$ cat src/rtl/uart_rx_fifo.sv
// 8N1 UART receiver with a show-ahead byte FIFO and sticky error flags.
// Define UART_RX_OVERRUN_CNT_EN to add a saturating dropped-byte counter on overrun_cnt.
module uart_rx_fifo #(
  parameter int DEPTH = 16,
  parameter int CNT_W = $clog2(DEPTH) + 1
) (
  input  logic             bus_clk,
  input  logic             bus_reset_l,
  input  logic             ser_rx,
  input  logic [31:0]      div,
  input  logic             rd_en,
  input  logic             clr,
  output logic [7:0]       rd_data,
  output logic             rd_valid,
  output logic [CNT_W-1:0] count,
  output logic             frame_err,
  output logic             overrun,
  output logic [15:0]      overrun_cnt
);

  localparam int AW = $clog2(DEPTH);

  typedef enum logic [2:0] {
    S_IDLE, S_START, S_DATA, S_STOP, S_WAIT_HIGH
  } state_t;

  logic        rx_meta_q, rx_s_q;
  state_t      state_q, state_d;
  logic [31:0] tmr_q, tmr_d;
  logic [7:0]  shift_q, shift_d;
  logic [2:0]  idx_q, idx_d;
  logic        push, ferr_set;
  logic [31:0] d_eff, full_rl, half_rl;
  logic        tick;

  logic [7:0]  mem_q [DEPTH];
  logic [AW:0] wr_ptr_q, wr_ptr_d, rd_ptr_q, rd_ptr_d, occ;
  logic        fifo_full, pop, push_ok, drop;
  logic        frame_err_q, frame_err_d, overrun_q, overrun_d;

  always_ff @(posedge bus_clk or negedge bus_reset_l) begin
    if (!bus_reset_l) begin
      rx_meta_q <= 1'b1;
      rx_s_q    <= 1'b1;
    end else begin
      rx_meta_q <= ser_rx;
      rx_s_q    <= rx_meta_q;
    end
  end

  assign d_eff   = (div < 32'd4) ? 32'd4 : div;
  assign full_rl = d_eff - 32'd1;
  assign half_rl = (d_eff >> 1) - 32'd1;
  assign tick    = (tmr_q == 32'd0);

  always_ff @(posedge bus_clk or negedge bus_reset_l) begin
    if (!bus_reset_l) state_q <= S_IDLE;
    else              state_q <= state_d;
  end

  always_comb begin
    state_d = state_q;
    case (state_q)
      S_IDLE:      if (!rx_s_q) state_d = S_START;
      S_START:     if (tick) state_d = rx_s_q ? S_IDLE : S_DATA;
      S_DATA:      if (tick && idx_q == 3'd7) state_d = S_STOP;
      S_STOP:      if (tick) state_d = rx_s_q ? S_IDLE : S_WAIT_HIGH;
      S_WAIT_HIGH: if (rx_s_q) state_d = S_IDLE;
      default:     state_d = S_IDLE;
    endcase
  end

  // Timer idles at 0 once expired; every active state reloads it on the tick it consumes.
  always_comb begin
    tmr_d    = tick ? tmr_q : tmr_q - 32'd1;
    shift_d  = shift_q;
    idx_d    = idx_q;
    push     = 1'b0;
    ferr_set = 1'b0;
    case (state_q)
      S_IDLE: if (!rx_s_q) tmr_d = half_rl;
      S_START: begin
        if (tick && !rx_s_q) begin
          tmr_d = full_rl;
          idx_d = 3'd0;
        end
      end
      S_DATA: begin
        if (tick) begin
          shift_d = {rx_s_q, shift_q[7:1]};
          idx_d   = idx_q + 3'd1;
          tmr_d   = full_rl;
        end
      end
      S_STOP: begin
        if (tick) begin
          push     = rx_s_q;
          ferr_set = !rx_s_q;
        end
      end
      default: ;
    endcase
  end

  always_ff @(posedge bus_clk or negedge bus_reset_l) begin
    if (!bus_reset_l) begin
      tmr_q   <= 32'd0;
      shift_q <= 8'h00;
      idx_q   <= 3'd0;
    end else begin
      tmr_q   <= tmr_d;
      shift_q <= shift_d;
      idx_q   <= idx_d;
    end
  end

  assign occ       = wr_ptr_q - rd_ptr_q;
  assign fifo_full = (occ == (AW+1)'(DEPTH));
  assign rd_valid  = (occ != '0);
  assign pop       = rd_en && rd_valid;
  assign push_ok   = push && (!fifo_full || pop);
  assign drop      = push && !push_ok;

  always_comb begin
    wr_ptr_d    = wr_ptr_q + {{AW{1'b0}}, push_ok};
    rd_ptr_d    = rd_ptr_q + {{AW{1'b0}}, pop};
    frame_err_d = frame_err_q | ferr_set;
    overrun_d   = overrun_q | drop;
    if (clr) begin
      wr_ptr_d    = '0;
      rd_ptr_d    = '0;
      frame_err_d = 1'b0;
      overrun_d   = 1'b0;
    end
  end

  always_ff @(posedge bus_clk or negedge bus_reset_l) begin
    if (!bus_reset_l) begin
      wr_ptr_q    <= '0;
      rd_ptr_q    <= '0;
      frame_err_q <= 1'b0;
      overrun_q   <= 1'b0;
    end else begin
      wr_ptr_q    <= wr_ptr_d;
      rd_ptr_q    <= rd_ptr_d;
      frame_err_q <= frame_err_d;
      overrun_q   <= overrun_d;
    end
  end

  // Storage needs no reset: the head is masked whenever the FIFO is empty.
  always_ff @(posedge bus_clk) begin
    if (push_ok && !clr) mem_q[wr_ptr_q[AW-1:0]] <= shift_q;
  end

  assign rd_data   = rd_valid ? mem_q[rd_ptr_q[AW-1:0]] : 8'h00;
  assign count     = CNT_W'(occ);
  assign frame_err = frame_err_q;
  assign overrun   = overrun_q;

`ifdef UART_RX_OVERRUN_CNT_EN
  logic [15:0] ovr_cnt_q, ovr_cnt_d;

  always_comb begin
    ovr_cnt_d = ovr_cnt_q;
    if (clr)                                 ovr_cnt_d = 16'h0000;
    else if (drop && ovr_cnt_q != 16'hFFFF)  ovr_cnt_d = ovr_cnt_q + 16'h0001;
  end

  always_ff @(posedge bus_clk or negedge bus_reset_l) begin
    if (!bus_reset_l) ovr_cnt_q <= 16'h0000;
    else              ovr_cnt_q <= ovr_cnt_d;
  end

  assign overrun_cnt = ovr_cnt_q;
`else
  assign overrun_cnt = 16'h0000;
`endif

endmodule
$ cat config.mk
export PLATFORM = sky130hd
export DESIGN_NAME = uart_rx_fifo
export DESIGN_NICKNAME = d
export VERILOG_FILES = /design/src/rtl/uart_rx_fifo.sv
export SDC_FILE = /design/constraint.sdc
export NUM_CORES = 1
export LEC_CHECK = 0
export BUFFER_PORTS_ARGS = -buffer_cell sky130_fd_sc_hd__buf_2
export CAP_MARGIN = 5
export CORE_MARGIN = 2
export CORE_UTILIZATION = 45
export CTS_BUF_LIST = sky130_fd_sc_hd__clkbuf_4 sky130_fd_sc_hd__clkbuf_8
export DETAILED_ROUTE_END_ITERATION = 10
export GPL_TIMING_DRIVEN = 1
export SLEW_MARGIN = 20
export SYNTH_ARGS = -nofsm -noshare
export SYNTH_HDL_FRONTEND = slang
export SYNTH_SLANG_ARGS = --single-unit
$ cat constraint.sdc
create_clock -name bus_clk -period 4.1 [get_ports bus_clk]
set_input_delay 0.82 -clock bus_clk [delete_from_list [all_inputs] [get_ports bus_clk]]
set_output_delay 0.82 -clock bus_clk [all_outputs]
set_load 0.005 [all_outputs]
# == After elaboration in Yosys (flattened, before gate mapping) ==
# Memory sizes are Yosys's and may differ from the RTL's.
# Cells that the tools add are included.
# word_totals
ff_bits,60
latch_bits,0
ramBits,128
romBits,0
output_inout_bits,32
wordCells,80
n_memories,1
# memory_table
memory,depth,word_bits,read_ports,rd_ports_with_merged_regs,wr,line_no,text
mem_q,16,8,1,0,1,36,logic [7:0] mem_q [DEPTH];
# op_classes
n_addsub,7
multipliers,0
div_mod_pow,0
magnitude_cmp,1
eq_ne,13
shifts,0
mux,28
bitwise_logic,2
reduce_logical,18
# op_table
op,n
32-bit two-way mux,5
32-bit one-hot mux with 3 select lines,1
"32-bit by 1-bit subtractor with 32-bit output, second input constant",2
32-bit logical NOT,1
"32-bit by 3-bit less-than comparator with 1-bit output, second input constant",1
"31-bit by 1-bit subtractor with 32-bit output, second input constant",1
3-bit two-way mux,8
3-bit one-hot mux with 5 select lines,1
"2-bit != test, second input constant",7
5-bit by 1-bit adder with 5-bit output,2
5-bit two-way mux,2
1-bit two-way mux,8
8-bit two-way mux,1
"3-bit by 2-bit == test with 1-bit output, second input constant",2
"3-bit == test, second input constant",2
1-bit logical AND,6
3-bit one-hot mux with 2 select lines,1
"5-bit == test, second input constant",1
5-bit AND reduction,1
5-bit nonzero test,1
5-bit subtractor,1
1-bit logical NOT,4
"3-bit by 1-bit adder with 3-bit output, second input constant",1
"3-bit by 1-bit == test with 1-bit output, second input constant",1
7 further kinds,8

# == Logic depth before layout (Yosys ltp) ==
# Gate-level depths: netlist of the first run.
# logic_depth
ltp_word,9
depth_mapped,15
ltp_nobuf,15

# == Least setup slack after synthesis of the first run ==
# OpenSTA, ideal clock, no wires.
# synth_timing
path_type,in2reg
start,in div[22]
end,reg tmr_q[6]
arrival_ns,4.227
t_required_ns,3.974
path_slack_ns,-0.253
cell_stages,13
n_path_buf,3
path_cell_list,buf_6 -> or4_1 -> or4_1 -> buf_2 -> or4_4 -> buf_6 -> nand2_1 -> ha_1 -> nor3b_1 -> nand2_4 -> or3_1 -> xnor2_1 -> a221o_1
# synth_via
elab_chain_len,5
# synth_rtl
item,line_no,text
"start, declared",10,"input logic [31:0] div,"
32-bit by 3-bit less-than comparator with 1-bit output (*),51,assign d_eff = (div < 32'd4) ? 32'd4 : div;
32-bit two-way mux (*),51,
32-bit by 1-bit subtractor with 32-bit output or 31-bit by 1-bit subtractor with 32-bit output (tied branches),"52, 53",
"32-bit two-way mux, on equally long branches","89, 81, 83",
32-bit one-hot mux with 3 select lines (*),80,case (state_q)
named net tmr_d[6],29,"logic [31:0] tmr_q, tmr_d;"
"end signal, assigned",111,tmr_q <= tmr_d;
"end, declared",29,
# Mark *: on every way through the listed nets, which the timed path passes. The rest lies on a longest branch.
# A chain may end at the register's enable or synchronous reset.

# == Worst setup path after layout of the first run ==
# layout_timing
start,reg tmr_q[24]
end,"mem mem_q[12][5], enable pin"
# layout_via
elab_chain_len,7
# layout_rtl
item,line_no,text
32-bit logical NOT,54,assign tick = (tmr_q == 32'd0);
1-bit two-way mux,96,if (tick) begin
1-bit two-way mux,80,
1-bit logical AND,121,assign push_ok = push && (!fifo_full || pop);
1-bit logical AND,153,if (push_ok && !clr) mem_q[wr_ptr_q[AW-1:0]] <= shift_q;
1-bit two-way mux,153,
1-bit two-way mux (not written as such),153,
"end, declared",36,
# Every way passes these cells.

==> insert_results.sql, run 1 <==
INSERT INTO impl_metrics (metric_group, metric, value, unit) VALUES
('logic_synthesis', 'syn_avg_cell_area', '12.4', 'sq um'),
('global_route', 'grt_pass1_wl', '35700', 'um'),
('power', 'peakVddDrop', '0.261', 'mV'),
('global_route', 'grt_start_max_net_pins', '34', ''),
('global_route', 'grt_overflow_total', '0', ''),
('worst_setup_path', 'path_class', 'register to register', ''),
('sta', 'fin_hold_ws', '0.360', 'ns'),
('final_layout', 'layout-area-overhead-vs-synth', '12.0', '%'),
('logic_synthesis', 'post-synth-top-area-fraction', '39.8', '%'),
('worst_setup_path', 'crit_path_max_incr_delay', '0.63', 'ns'),
('global_route', 'vias_in_the_first_global_route', '6434', ''),
('worst_setup_path', 'startpoint_type', 'register', ''),
('worst_setup_path', 'reg2reg_setup_slack', '0.36', 'ns'),
('worst_setup_path', 'critical_path_cell_count', '7', ''),
('worst_setup_path', 'critical_path.slowest_cell', 'sky130_fd_sc_hd__nor3_1', ''),
('logic_synthesis', 'ys_async_sr_fraction', '31.9', '%'),
('final_layout', 'final_design_area_no_fill', '10800', 'sq um'),
('floorplanning', 'placeableCoreArea', '21100', 'sq um'),
('sta', 'final_min_period_over_clock_period', '91.2', '%'),
('place', 'dp_hpwl', '16800', 'um'),
('worst_setup_path', 'crit_family', 'simple AND/OR/NAND/NOR gates', ''),
('worst_setup_path', 'rr_endpoint', 'mem_q[12][5]', ''),
('logic_synthesis', 'synth_area_leaders', 'sky130_fd_sc_hd__edfxtp_1, sky130_fd_sc_hd__dfrtp_1, sky130_fd_sc_hd__mux4_2', ''),
('power', 'design_power_total', '0.00402', 'W'),
('flow_run', 'max_cap_violations', '0', ''),
('floorplanning', 'dieArea', '22700', 'sq um'),
('cts', 'post-cts-setup-buffer-count', '0', ''),
('sta', 'setup_total_negative_slack', '0', 'ns'),
('place', 'place_area', '10400', 'sq um'),
('sta', 'setup_viol_count_final', '0', ''),
('logic_synthesis', 'number_of_different_library_cells_in_the_post_synthesis_netlist', '67', ''),
('floorplanning', 'floorplan.initialDensity', '45.9', '%'),
('sta', 'slew-limit-headroom', '38.6', '%'),
('cts', 'cts_hold_repair.buffers', '0', ''),
('sta', 'maxClockFrequency', '0.267', 'GHz'),
('worst_setup_path', 'timing.critical_path.arrival', '3.85', 'ns'),
('worst_setup_path', 'path_max_fanout', '8', ''),
('detailed_routing', 'detailroute.via_count', '6578', ''),
('detailed_routing', 'post_dr_wirelength_cell', '19.7', 'um'),
('detailed_routing', 'antenna_violating_nets_post_route', '0', ''),
('sta', 'slew_viol_final', '0', ''),
('logic_synthesis', 'synth-seq-cells', '188', ''),
('logic_synthesis', 'synth_edf_count', '128', ''),
('logic_synthesis', 'post-synth-top-area-cell', 'sky130_fd_sc_hd__edfxtp_1', ''),
('detailed_routing', 'drt_initial_violations', '428', ''),
('floorplanning', 'chipHeight', '151', 'um'),
('status', 'status', 'complete, no violations', ''),
('worst_setup_path', 'critical_path.cell_chain', 'or3_1 > or4_1 > nor4_2 > nand2_1 > nor3_1 > and4_1 > and3_1', ''),
('cts', 'ctsRootBufferMaster', 'sky130_fd_sc_hd__clkbuf_8', ''),
('logic_synthesis', 'synth.top_cells.by_count', 'sky130_fd_sc_hd__edfxtp_1, sky130_fd_sc_hd__nand2_1, sky130_fd_sc_hd__nor2_1', ''),
('sta', 'hold_viol', '0', ''),
('cts', 'worst_skew_pair.late_latency', '0.46', 'ns'),
('logic_synthesis', 'synthMostInstantiatedCell', 'sky130_fd_sc_hd__edfxtp_1', ''),
('cts', 'tritoncts', 'built', ''),
('sta', 'post-route-min-period', '3.74', 'ns'),
('detailed_routing', 'postRouteWirelength', '22500', 'um'),
('global_route', 'antenna_found_initial', '0', ''),
('logic_synthesis', 'synth_area', '9670', 'sq um'),
('logic_synthesis', 'synth-seq-area-share', '55.3', '%'),
('worst_hold_path', 'min-delay-start', 'rx_meta_q', ''),
('floorplanning', 'boundary_pins', '69', ''),
('worst_setup_path', 'worst_setup_path_end_kind', 'register', ''),
('global_route', 'gr-usage-all-layers', '20.8', '%'),
('worst_setup_path', 'critPathRequiredTime', '4.21', 'ns'),
('cts', 'post_cts.resized_instances', '0', ''),
('sta', 'rsz0062_at_grt', 'false', ''),
('power', 'power.density_cell_area', '371', 'nW/um^2'),
('final_layout', 'antenna_cells_inserted', '0', ''),
('logic_synthesis', 'postSynth.topFlopCell', 'sky130_fd_sc_hd__edfxtp_1', ''),
('sta', 'worst_slew_pin_slew', '0.909', 'ns'),
('place', 'gp_routability_congestion', '0.891', '');
-- flip-flops by register name, indices dropped and copies added, names as in the netlist --
name,cells
mem_q,128
rd_ptr_q,5
overrun,1
frame_err,1
state_q,3
rx_meta_q,1
tmr_q,32
wr_ptr_q,5
idx_q,3
rx_s_q,1
shift_q,8
-- worst max path at each step --
stage / startpoint / end / slack (ns)
floorplan: div[24] / tmr_q[6] / 0.04
global placement: div[24] / tmr_q[6] / 0.06
detailed placement: div[24] / tmr_q[6] / -0.04
CTS: wr_ptr_q[0] / rd_data[1] / 0.36
global route: wr_ptr_q[0] / rd_data[1] / 0.16
finish: tmr_q[24] / mem_q[12][5] / 0.36
-- routing by layer --
| metal | track usage (%) | wire length (um) | vias up |
|---|---|---|---|
| met3 | 3.36 | 1110 | 14 |
| met4 | 4.81 | 180 | 0 |
| li1 | - | - | 3057 |
| met2 | 31.4 | 10400 | 165 |
| met5 | 0 | 0 | - |
| met1 | 31.6 | 10800 | 3342 |
-- logic make-up (layout without fill, tap and decap cells) --
kind of cell / count (synthesis) / after routing / share of synthesized area (%)
mux: 43 / 43 / 9.63
simple gates: 290 / 290 / 15.8
compound gates: 97 / 97 / 6.88
other cells: 1 / 16 / 0.0388
buf+inv: 72 / 147 / 3.66
flops: 188 / 188 / 55.3
xor+xnor: 75 / 75 / 6.79
fa+ha+maj: 14 / 14 / 1.89
-- metrics by stage --
step / setup slack (ns) / std cells / util [%]
2_1_floorplan: 0.0374 / 795 / -
3_3_place_gp: 0.0608 / 1113 / 49.5
3_5_place_dp: -0.0367 / 1113 / 49.5
4_1_cts: 0.356 / 1145 / 51.4
5_1_grt: 0.162 / 1145 / 51.4
6_report: 0.362 / 1145 / 51.4
-- area by class of cell --
type                            instances  area [sq um]
Tap cell                              275           344
Clock buffer                           17           234
Sequential cell                       188          5350
Inverter                               16          60.1
Clock inverter                         15           151
Multi-Input combinational cell        535          4080
Fill cell                            1838         10300
Timing Repair Buffer                   99           613
-- layout by cell type, fill, tap and decap left out, types with 5 or more instances in the layout --
master and n:
sky130_fd_sc_hd__nand4_1 5, sky130_fd_sc_hd__nand2b_1 5, sky130_fd_sc_hd__nor2b_1 15, sky130_fd_sc_hd__o21ai_0 17
sky130_fd_sc_hd__nor4_1 20, sky130_fd_sc_hd__nor2_1 62, sky130_fd_sc_hd__o21ai_1 13, sky130_fd_sc_hd__and2_1 7
sky130_fd_sc_hd__nand3_1 16, sky130_fd_sc_hd__mux4_2 40, sky130_fd_sc_hd__xor2_1 35, sky130_fd_sc_hd__nor3_1 28
sky130_fd_sc_hd__o211ai_1 7, sky130_fd_sc_hd__buf_4 47, sky130_fd_sc_hd__clkbuf_8 17, sky130_fd_sc_hd__nand2_1 62
sky130_fd_sc_hd__or3_1 16, sky130_fd_sc_hd__xnor2_1 40, sky130_fd_sc_hd__or4_1 14, sky130_fd_sc_hd__a22oi_1 6
sky130_fd_sc_hd__dfrtp_1 57, sky130_fd_sc_hd__conb_1 16, sky130_fd_sc_hd__ha_1 12, sky130_fd_sc_hd__or2_2 5
sky130_fd_sc_hd__a21oi_1 12, sky130_fd_sc_hd__o221ai_1 11, sky130_fd_sc_hd__edfxtp_1 128, sky130_fd_sc_hd__buf_2 52
sky130_fd_sc_hd__inv_1 15
-- power breakdown --
part           leakage [nW]  internal (W)  switching, W  total [W]
Sequential             2.24       0.00207     0.0000781    0.00215
Combinational          1.79      0.000303      0.000377   0.000681
Clock                 0.197      0.000503      0.000691    0.00119
Total                  4.23       0.00288       0.00115    0.00402
-- worst reg2reg max path, stage by stage (launching register included) --
cell	delay (ns)
sky130_fd_sc_hd__dfrtp_1	0.44
sky130_fd_sc_hd__or3_1	0.41
sky130_fd_sc_hd__or4_1	0.58
sky130_fd_sc_hd__nor4_2	0.37
sky130_fd_sc_hd__nand2_1	0.14
sky130_fd_sc_hd__nor3_1	0.63
sky130_fd_sc_hd__and4_1	0.38
sky130_fd_sc_hd__and3_1	0.45
Note: power is estimated with default switching activity, not from simulation.
==> inputs of run 2 (changes only) <==
--- a/config.mk
+++ b/config.mk
@@ -8,10 +8,11 @@
 export BUFFER_PORTS_ARGS = -buffer_cell sky130_fd_sc_hd__buf_2
 export CAP_MARGIN = 5
 export CORE_MARGIN = 2
-export CORE_UTILIZATION = 45
+export CORE_UTILIZATION = 50
 export CTS_BUF_LIST = sky130_fd_sc_hd__clkbuf_4 sky130_fd_sc_hd__clkbuf_8
 export DETAILED_ROUTE_END_ITERATION = 10
 export GPL_TIMING_DRIVEN = 1
+export PLACE_DENSITY = 0.68
 export SLEW_MARGIN = 20
 export SYNTH_ARGS = -nofsm -noshare
 export SYNTH_HDL_FRONTEND = slang
==> run 2 against run 1 <==
Setup slack improved by 0.033 ns. First-iteration DRC count rose by 34%. Critical path depth rose by 5. Clock power rose by 4%.
==> insert_results.sql, run 2 (synthesis results as in run 1) <==
INSERT INTO impl_metrics (metric_group, metric, value, unit) VALUES
('floorplanning', 'fp.dieW', '143', 'um'),
('sta', 'setup_total_negative_slack', '0', 'ns'),
('status', 'status', 'complete, no violations', ''),
('cts', 'cts_hold_repair.buffers', '0', ''),
('worst_setup_path', 'critPathRequiredTime', '3.28', 'ns'),
('final_layout', 'finish.cell_count_without_fillers', '1130', ''),
('final_layout', 'mostFrequentLayoutCells', 'sky130_fd_sc_hd__edfxtp_1, sky130_fd_sc_hd__nor2_1, sky130_fd_sc_hd__nand2_1, sky130_fd_sc_hd__dfrtp_1, sky130_fd_sc_hd__buf_2', ''),
('final_layout', 'fillCellCount', '1528', ''),
('detailed_routing', 'drt_initial_violations', '573', ''),
('power', 'peakVddDrop', '0.301', 'mV'),
('power', 'p_leak', '4.23', 'nW'),
('floorplanning', 'dieArea', '20500', 'sq um'),
('worst_hold_path', 'timing.hold.worst.class', 'primary input to asynchronous set/reset pin', ''),
('global_route', 'grt_pass1_wl', '35400', 'um'),
('sta', 'rsz0062_at_grt', 'false', ''),
('global_route', 'gr-usage-all-layers', '22.9', '%'),
('sta', 'clock_skew', '0.0204', 'ns'),
('detailed_routing', 'post_dr_wirelength_cell', '20.0', 'um'),
('cts', 'worst_skew_pair.late_latency', '0.48', 'ns'),
('sta', 'final_min_period_over_clock_period', '90.4', '%'),
('place', 'port-buffer-count', '52', ''),
('place', 'place_area', '10400', 'sq um'),
('detailed_routing', 'drt-vias-per-instance', '5.85', ''),
('final_layout', 'layout-area-overhead-vs-synth', '12.2', '%'),
('final_layout', 'final_design_area_no_fill', '10800', 'sq um'),
('worst_setup_path', 'crit_path_max_incr_delay', '0.41', 'ns'),
('cts', 'cts_clock_pin_slew_for_the_worst_setup_and_hold_paths', '0.10', 'ns'),
('floorplanning', 'placeableCoreArea', '18800', 'sq um'),
('worst_setup_path', 'timing.critical_path.arrival', '2.89', 'ns'),
('worst_setup_path', 'rr_endpoint', 'mem_q[4][6]', ''),
('detailed_routing', 'first_pass_iters', '5', ''),
('cts', 'cts_inserted_buffers', '17', ''),
('sta', 'slew_viol_final', '0', ''),
('floorplanning', 'chipHeight', '143', 'um'),
('power', 'seq_power_share', '52.6', '%'),
('detailed_routing', 'routed-wl-met2', '10500', 'um'),
('power', 'power.internal', '0.00289', 'W'),
('detailed_routing', 'detailroute.via_count', '6613', ''),
('floorplanning', 'boundary_pins', '69', ''),
('sta', 'hold_viol', '0', ''),
('power', 'switchingPower', '0.00119', 'W'),
('detailed_routing', 'drc_violations_left', '0', ''),
('worst_setup_path', 'reg2reg_setup_slack', '0.45', 'ns'),
('worst_setup_path', 'critPathBufInv', '5', ''),
('detailed_routing', 'detail_route.wirelength.met1', '10500', 'um'),
('power', 'power_switching_share', '29.2', '%'),
('final_layout', 'final_nets', '908', ''),
('worst_setup_path', 'rr_startpoint', 'tmr_q[25]', ''),
('place', 'gp_routability_congestion', '0.884', ''),
('cts', 'post-cts-setup-buffer-count', '0', ''),
('power', 'combinational_power_share', '17.0', '%'),
('sta', 'setup_viol_count_final', '0', ''),
('detailed_routing', 'met3_length', '1340', 'um'),
('sta', 'setup_ws', '0.394', 'ns'),
('sta', 'post-route-min-period', '3.71', 'ns'),
('global_route', 'grt_start_max_net_pins', '43', ''),
('final_layout', 'drive_above_1_share', '22.6', '%'),
('worst_setup_path', 'path_class', 'register to primary output', ''),
('cts', 'numClockSinks', '188', ''),
('worst_setup_path', 'worst_setup_path_end_kind', 'primary output', ''),
('worst_setup_path', 'path_max_fanout', '10', ''),
('global_route', 'vias_in_the_first_global_route', '6610', ''),
('detailed_routing', 'postRouteWirelength', '22600', 'um'),
('worst_setup_path', 'startpoint_type', 'register', ''),
('flow_run', 'max_cap_violations', '0', ''),
('cts', 'post_cts.resized_instances', '0', ''),
('place', 'post-place-cells', '1097', ''),
('sta', 'worst_slew_pin_slew', '1.09', 'ns'),
('power', 'design_power_total', '0.00408', 'W'),
('sta', 'slew-limit-headroom', '26.9', '%'),
('global_route', 'grt_overflow_total', '0', ''),
('worst_setup_path', 'critical_path.cell_chain', 'inv_1 > ha_1 > fa_1 > inv_1 > a21o_1 > a21oi_1 > xnor2_1 > inv_1 > nor4_2 > buf_4 > nor2b_1 > buf_2', ''),
('cts', 'h_tree_levels', '4', ''),
('cts', 'tritoncts', 'built', ''),
('worst_setup_path', 'critical_path.slowest_cell', 'sky130_fd_sc_hd__dfrtp_1', ''),
('worst_setup_path', 'worst_r2r_path_depth', '7', ''),
('power', 'power.share.clock', '30.4', '%'),
('sta', 'maxClockFrequency', '0.270', 'GHz'),
('place', 'dp_hpwl', '16500', 'um'),
('final_layout', 'antenna_cells_inserted', '0', ''),
('detailed_routing', 'antenna_violating_nets_post_route', '0', ''),
('final_layout', 'layout.cells.most_common', 'sky130_fd_sc_hd__edfxtp_1', ''),
('detailed_routing', 'top_layer', 'met4', ''),
('cts', 'ctsRootBufferMaster', 'sky130_fd_sc_hd__clkbuf_8', ''),
('cts', 'cts_buffer_depth', '2', ''),
('place', 'preCtsSetupSlack', '-0.0233', 'ns'),
('floorplanning', 'core.rowCount', '50', ''),
('worst_setup_path', 'crit_family', 'adder cells', ''),
('global_route', 'antenna_found_initial', '0', ''),
('floorplanning', 'floorplan.initialDensity', '51.3', '%'),
('power', 'power.density_cell_area', '377', 'nW/um^2'),
('final_layout', 'largest_register_ff_count', '128', ''),
('worst_setup_path', 'cpMostUsedCell', 'sky130_fd_sc_hd__inv_1', ''),
('worst_setup_path', 'critical_path_cell_count', '12', '');
[run 2: worst max path at each step]
| stage | to | slack, ns | start |
|---|---|---|---|
| 2_1_floorplan | tmr_q[6] | 0.04 | div[24] |
| 3_3_place_gp | tmr_q[6] | 0.06 | div[24] |
| 3_5_place_dp | tmr_q[6] | -0.02 | div[24] |
| 4_1_cts | rd_data[5] | 0.38 | wr_ptr_q[0] |
| 5_1_grt | mem_q[4][3] | 0.17 | tmr_q[25] |
| 6_report | rd_data[2] | 0.39 | wr_ptr_q[0] |
[run 2: power groups by stage]
stage / sequential [W] / combinational (W) / clock (W)
floorplan: 0.00216 / 0.000488 / 0
global placement: 0.00218 / 0.000670 / 0
detailed placement: 0.00219 / 0.000692 / 0
CTS: 0.00215 / 0.000695 / 0.00127
global route: 0.00216 / 0.000767 / 0.00134
finish: 0.00215 / 0.000693 / 0.00124
[run 2: layout make-up]
| type | instances | area (sq um) | share of cell area [%] |
|---|---|---|---|
| clock buffers | 17 | 234 | 2.16 |
| inverters | 16 | 60.1 | 0.554 |
| clock inverters | 15 | 173 | 1.59 |
| flip-flops and latches | 188 | 5350 | 49.3 |
| well taps | 260 | 325 | 3.00 |
| multi-input cells | 535 | 4080 | 37.6 |
| repair buffers | 99 | 626 | 5.77 |
[run 2: through the flow]
step	hold WS (ns)	utilization, %
CTS	0.364	57.5
finish	0.254	57.6
detailed placement	0.348	55.3
floorplan	0.345	-
global route	0.253	57.6
global placement	0.348	55.3
[run 2: metal layers]
metal / global-route usage, % / up-vias
met4: 5.73 / 0
met5: 0 / -
met1: 34.1 / 3310
li1: - / 3050
met2: 35.2 / 229
met3: 4.06 / 24
